===== config.mk =====
export PLATFORM = sky130hd
export DESIGN_NAME = ps2_key_scheduler
export DESIGN_NICKNAME = d
export VERILOG_FILES = /design/src/rtl/ps2_key_scheduler.sv
export SDC_FILE = /design/constraint.sdc
export NUM_CORES = 1
export LEC_CHECK = 0
export ABC_AREA = 0
export CORE_AREA = 2 2 39 41
export CTS_CLUSTER_DIAMETER = 30
export DETAILED_ROUTE_END_ITERATION = 16
export DIE_AREA = 0 0 41 43
export PLACE_DENSITY = 0.7
export SLEW_MARGIN = 20
export SYNTH_ARGS = -nofsm -noshare
export SYNTH_HDL_FRONTEND = slang
export SYNTH_SLANG_ARGS = --single-unit

===== constraint.sdc =====
create_clock -name CLOCK_50 -period 1.55 [get_ports CLOCK_50]
set_input_delay 0.3875 -clock CLOCK_50 [delete_from_list [all_inputs] [get_ports CLOCK_50]]
set_output_delay 0.3875 -clock CLOCK_50 [all_outputs]
set_load 0.05 [all_outputs]

===== src/rtl/ps2_key_scheduler.sv =====
// PS/2 set-2 decoder for Enter/Left/Right with last-pressed-wins direction arbitration.
// Define AUTO_REPEAT_EN to build the timed auto-repeat counter; otherwise pulses fire on makes only.
module ps2_key_scheduler #(
  parameter int unsigned REPEAT_DELAY = 25000000,
  parameter int unsigned REPEAT_RATE  = 5000000,
  parameter int unsigned CNT_W        = 25
) (
  input  logic       CLOCK_50,
  input  logic       reset,
  input  logic [7:0] received_data,
  input  logic       received_data_en,
  output logic       enter_pulse,
  output logic       left_pulse,
  output logic       right_pulse,
  output logic       enter_held,
  output logic       left_held,
  output logic       right_held,
  output logic [1:0] active_dir
);

  localparam logic [1:0] DirNone  = 2'b00;
  localparam logic [1:0] DirLeft  = 2'b01;
  localparam logic [1:0] DirRight = 2'b10;

  localparam logic [7:0] CodeExt   = 8'hE0;
  localparam logic [7:0] CodeBrk   = 8'hF0;
  localparam logic [7:0] CodeEnter = 8'h5A;
  localparam logic [7:0] CodeLeft  = 8'h6B;
  localparam logic [7:0] CodeRight = 8'h74;

  localparam int unsigned MaxPeriod = (REPEAT_DELAY > REPEAT_RATE) ? REPEAT_DELAY : REPEAT_RATE;

  if (REPEAT_DELAY < 2 || REPEAT_RATE < 2 || (64'd1 << CNT_W) <= 64'(MaxPeriod))
  begin : g_param_check
    $error("ps2_key_scheduler: invalid REPEAT_DELAY / REPEAT_RATE / CNT_W");
  end

  typedef enum logic [1:0] {StIdle, StExt, StBrk, StExtBrk} state_e;

  state_e     state_q, state_d;
  logic       enter_pulse_q, left_pulse_q, right_pulse_q;
  logic       enter_held_q, left_held_q, right_held_q;
  logic [1:0] active_q;

  logic ev_enter_mk, ev_enter_brk, ev_left_mk, ev_left_brk, ev_right_mk, ev_right_brk;
  logic enter_fresh, left_fresh, right_fresh, left_rel_active, right_rel_active;
  logic rep_fire;

  always_comb begin
    state_d      = state_q;
    ev_enter_mk  = 1'b0;
    ev_enter_brk = 1'b0;
    ev_left_mk   = 1'b0;
    ev_left_brk  = 1'b0;
    ev_right_mk  = 1'b0;
    ev_right_brk = 1'b0;
    if (received_data_en) begin
      unique case (state_q)
        StIdle: begin
          if (received_data == CodeExt)        state_d = StExt;
          else if (received_data == CodeBrk)   state_d = StBrk;
          else if (received_data == CodeEnter) ev_enter_mk = 1'b1;
        end
        StExt: begin
          state_d = StIdle;
          if (received_data == CodeBrk)        state_d = StExtBrk;
          else if (received_data == CodeExt)   state_d = StExt;
          else if (received_data == CodeLeft)  ev_left_mk = 1'b1;
          else if (received_data == CodeRight) ev_right_mk = 1'b1;
        end
        StBrk: begin
          state_d      = StIdle;
          ev_enter_brk = (received_data == CodeEnter);
        end
        StExtBrk: begin
          state_d      = StIdle;
          ev_left_brk  = (received_data == CodeLeft);
          ev_right_brk = (received_data == CodeRight);
        end
        default: state_d = StIdle;
      endcase
    end
  end

  // Makes of an already-held key are keyboard typematic and are dropped entirely.
  assign enter_fresh      = ev_enter_mk & ~enter_held_q;
  assign left_fresh       = ev_left_mk & ~left_held_q;
  assign right_fresh      = ev_right_mk & ~right_held_q;
  assign left_rel_active  = ev_left_brk & (active_q == DirLeft);
  assign right_rel_active = ev_right_brk & (active_q == DirRight);

  always_ff @(posedge CLOCK_50) begin
    if (reset) begin
      state_q       <= StIdle;
      enter_pulse_q <= 1'b0;
      left_pulse_q  <= 1'b0;
      right_pulse_q <= 1'b0;
      enter_held_q  <= 1'b0;
      left_held_q   <= 1'b0;
      right_held_q  <= 1'b0;
      active_q      <= DirNone;
    end else begin
      state_q       <= state_d;
      enter_pulse_q <= enter_fresh;
      left_pulse_q  <= left_fresh | (rep_fire & (active_q == DirLeft));
      right_pulse_q <= right_fresh | (rep_fire & (active_q == DirRight));

      if (enter_fresh)       enter_held_q <= 1'b1;
      else if (ev_enter_brk) enter_held_q <= 1'b0;
      if (left_fresh)        left_held_q  <= 1'b1;
      else if (ev_left_brk)  left_held_q  <= 1'b0;
      if (right_fresh)       right_held_q <= 1'b1;
      else if (ev_right_brk) right_held_q <= 1'b0;

      if (left_fresh)            active_q <= DirLeft;
      else if (right_fresh)      active_q <= DirRight;
      else if (left_rel_active)  active_q <= right_held_q ? DirRight : DirNone;
      else if (right_rel_active) active_q <= left_held_q ? DirLeft : DirNone;
    end
  end

`ifdef AUTO_REPEAT_EN
  localparam logic [CNT_W-1:0] Delay = CNT_W'(REPEAT_DELAY);
  localparam logic [CNT_W-1:0] Rate  = CNT_W'(REPEAT_RATE);

  logic [CNT_W-1:0] cnt_q;
  logic             dir_owns, handover;

  // A direction event in the expiry cycle takes priority and supplies the reload.
  assign dir_owns = left_fresh | right_fresh | left_rel_active | right_rel_active;
  assign handover = (left_rel_active & right_held_q) | (right_rel_active & left_held_q);
  assign rep_fire = (active_q != DirNone) & (cnt_q == CNT_W'(1)) & ~dir_owns;

  always_ff @(posedge CLOCK_50) begin
    if (reset) begin
      cnt_q <= '0;
    end else if (left_fresh | right_fresh | handover) begin
      cnt_q <= Delay;
    end else if (left_rel_active | right_rel_active) begin
      cnt_q <= '0;
    end else if (active_q != DirNone && cnt_q != '0) begin
      cnt_q <= (cnt_q == CNT_W'(1)) ? Rate : cnt_q - CNT_W'(1);
    end
  end
`else
  assign rep_fire = 1'b0;
`endif

  assign enter_pulse = enter_pulse_q;
  assign left_pulse  = left_pulse_q;
  assign right_pulse = right_pulse_q;
  assign enter_held  = enter_held_q;
  assign left_held   = left_held_q;
  assign right_held  = right_held_q;
  assign active_dir  = active_q;

endmodule


==> results.md <==
* Clk sinks at 10
* CORE AREA at 1380 um^2
* GPL Wtd Cong at 0.854
* Sequential-to-total area share from yosys stat at 0.396
* Top cell family by delay on the critical path: buffers and inverters
* Pre-antenna DRT Iters at 4
* VDD IR max at 654 uV
* Slew Limit Fails at 0
* Skew final at 4.92 ps
* Slew headroom at 0.866
* Share of layout cells above drive strength 1 at 0.373
* DRC Markers at 0
* Ys flop type: dfxtp_1
* # rows at 14
* Worst reg2reg setup slack at 330 ps
* Area of the mapped netlist at 505 um^2
* Count of final hold-check violations at 0
* Net Count, Synth at 63
* Hold Path End: enter_pulse$_SDFF_PP0_
* Vias in the first global route at 540
* Initial antenna violation count at 0
* Crit path DAT at 1660 ps
* Cell at the slowest stage of the critical path: clkdlybuf4s50_1
* DR vias/cell at 5.21
* First-pass GRT wire length at 2190 um
* Syn Inst Count at 52
* Power per cell area at 603 nW/um^2
* Critical-path cell list: clkdlybuf4s50_1 -> and4bb_2 -> buf_4 -> nand4_1 -> o21ai_1 -> o211a_1
* ANT cells at 0
* Final min period at 1500 ps
* Final Setup Violations at 0
* DP HPWL at 1020 um
* Most frequent cells in the layout: 10 x dfxtp_1, 10 x buf_4, 8 x buf_12, 7 x nor2_1, 5 x dlymetal6s2s_1
* End of the worst register-to-register path: active_dir[1]$_SDFFE_PP0P_
* CTS Root Cell: clkbuf_4
* Reg2Reg Depth at 4
* Clock power share at 0.419
* Int Pwr at 436 uW
* Tcrit/Tclk final at 0.966
* Worst setup EP type: register
* Clk buf depth at 2
* Setup CP Type: primary input to register
* Max FO, Critical Path at 3
* Number of flops mapped to enable cells by yosys at 0
* CP required at 1710 ps
* Final antenna-violating net count at 0
* Largest stage delay, worst path at 470 ps
* Vias at 516
* H-tree depth at 1
* Total gr overflow at 0
* Final #Nets at 95
* Initial Util at 0.365
* Reg clk slew, reported paths at 70 ps
* #FFs+latches synth at 10
* Switch share at 0.202
* TritonCTS clock tree: done
* Async S/R FF share, synth at 0
* Sequential power share at 0.474
* Least-Margin Pin Slew at 200 ps
* FMAX at 0.668 GHz
* I/O Buffers at 18
* Die ar. at 1760 um^2
* Dpl cells at 95
* Hold depth at 1
* Hold wc startpoint: enter_held$_SDFFE_PP0P_
* Synth-to-Final Area Change at 79.5%
* Worst Path Buf+Inv at 2
* Setup TNS at 0 ps
* WL/cell at 12.3 um
* Worst skew pair latency at 260 ps
* Post-CTS Setup Bufs at 0
* CP Launch Type: primary input
* Switch Pwr at 110 uW
* Num CTS Buffers at 3
* DRT iter0 DRCs at 13
* # hold bufs at CTS at 0
* GRT Util Overall at 0.179
* Die span in x at 41 um
* Non-filler cells, final at 99
* R2R Path Start: state_q[0]$_SDFFE_PP0P_
* Die Y at 43 um
* Pin count of the biggest net entering global routing at 7
* Max-cap violations at 0
* Combinational Power Share at 0.107
* Distinct cell type count after synthesis at 29
* WL final at 1220 um
* Status: complete, no violations
* Number of I/O pins at 19
* YS warnings at 0
* Synthesized area per cell at 9.72 um^2
* Static leakage at 0.425 nW
* Worst Hold Class: register to register
* RSZ-0062 raised after global routing: false
## timing repair
item	4_1_cts	5_1_grt
endpoints found under the setup margin	1	6
gates resized for setup	4	6
pin swaps	1	3
## registers in the layout, indices dropped and copies added (netlist names)
signal and count:
right_pulse 1, active_dir 2, left_pulse 1, state_q 2, enter_held 1, right_held 1, left_held 1, enter_pulse 1
## routing by layer
metal  wire, um  vias up  GRT usage
li1           -      261          -
met1        544      239      0.229
met2        584       16      0.278
met3         89        0     0.0785
met4          0        0     0.0200
met5          0        -          0
## layout make-up
cell class	count	area [um^2]
tap	16	20.0
fill	114	477
timing repair buffer	28	344
clock buffer	4	36.3
multi-input combinational	38	295
inverter	3	11.3
sequential	10	200
## worst register-to-register path, stage by stage, from the launching register on
cell     delay (ps)
dfxtp_1         380
and2_4          180
nand3_2          90
or3_4           350
o211a_1         110
## how the worst max path moves through the flow
stage,start,end,slack [ps],cells past startpoint
6_report,received_data[3],active_dir[1]$_SDFFE_PP0P_,50,6
5_1_grt,received_data[3],enter_held$_SDFFE_PP0P_,10,6
4_1_cts,received_data[0],active_dir[1]$_SDFFE_PP0P_,4,5
3_5_place_dp,received_data[0],active_dir[1]$_SDFFE_PP0P_,-310,6
3_3_place_gp,received_data[4],active_dir[1]$_SDFFE_PP0P_,-290,5
2_1_floorplan,active_dir[1]$_SDFFE_PP0P_,active_dir[1]$_SDFFE_PP0P_,200,4
## synthesized netlist by cell type (2+ instances only)
cell	number	area, um^2
inv_1	3	11.3
dfxtp_1	10	200
o21ai_0	2	10.0
mux2i_1	2	20.0
nor2_1	7	26.3
and4bb_1	2	25.0
nand4_1	3	18.8
nand3_2	2	20.0
## metrics by stage
| stage | worst slack [ps] | utilization | hold slack, ps | cell area (um^2) | power (mW) |
|---|---|---|---|---|---|
| floorplan | 196 | - | 477 | 505 | 0.282 |
| global placement | -293 | 0.618 | 509 | 856 | 0.326 |
| detailed placement | -308 | 0.618 | 523 | 856 | 0.327 |
| CTS | 4.45 | 0.642 | 535 | 888 | 0.555 |
| global route | 9.67 | 0.656 | 569 | 907 | 0.574 |
| finish | 53.0 | 0.656 | 529 | 907 | 0.547 |
## power by group through the flow
| stage | combinational (mW) | sequential (mW) | clock [mW] |
|---|---|---|---|
| 3_3_place_gp | 0.0608 | 0.265 | 0 |
| 3_5_place_dp | 0.0618 | 0.265 | 0 |
| 5_1_grt | 0.0646 | 0.259 | 0.250 |
| 6_report | 0.0584 | 0.259 | 0.229 |
| 4_1_cts | 0.0593 | 0.259 | 0.237 |
| 2_1_floorplan | 0.0171 | 0.265 | 0 |
## logic make-up after synthesis
family / Yosys count / synth area share
AND/OR/NAND/NOR: 27 / 0.401
flip-flops: 10 / 0.396
AO/OA/AOI/OAI: 9 / 0.131
buffers and inverters: 4 / 0.0322
multiplexers: 2 / 0.0396
No activity file was read; power rests on OpenSTA's default activity.
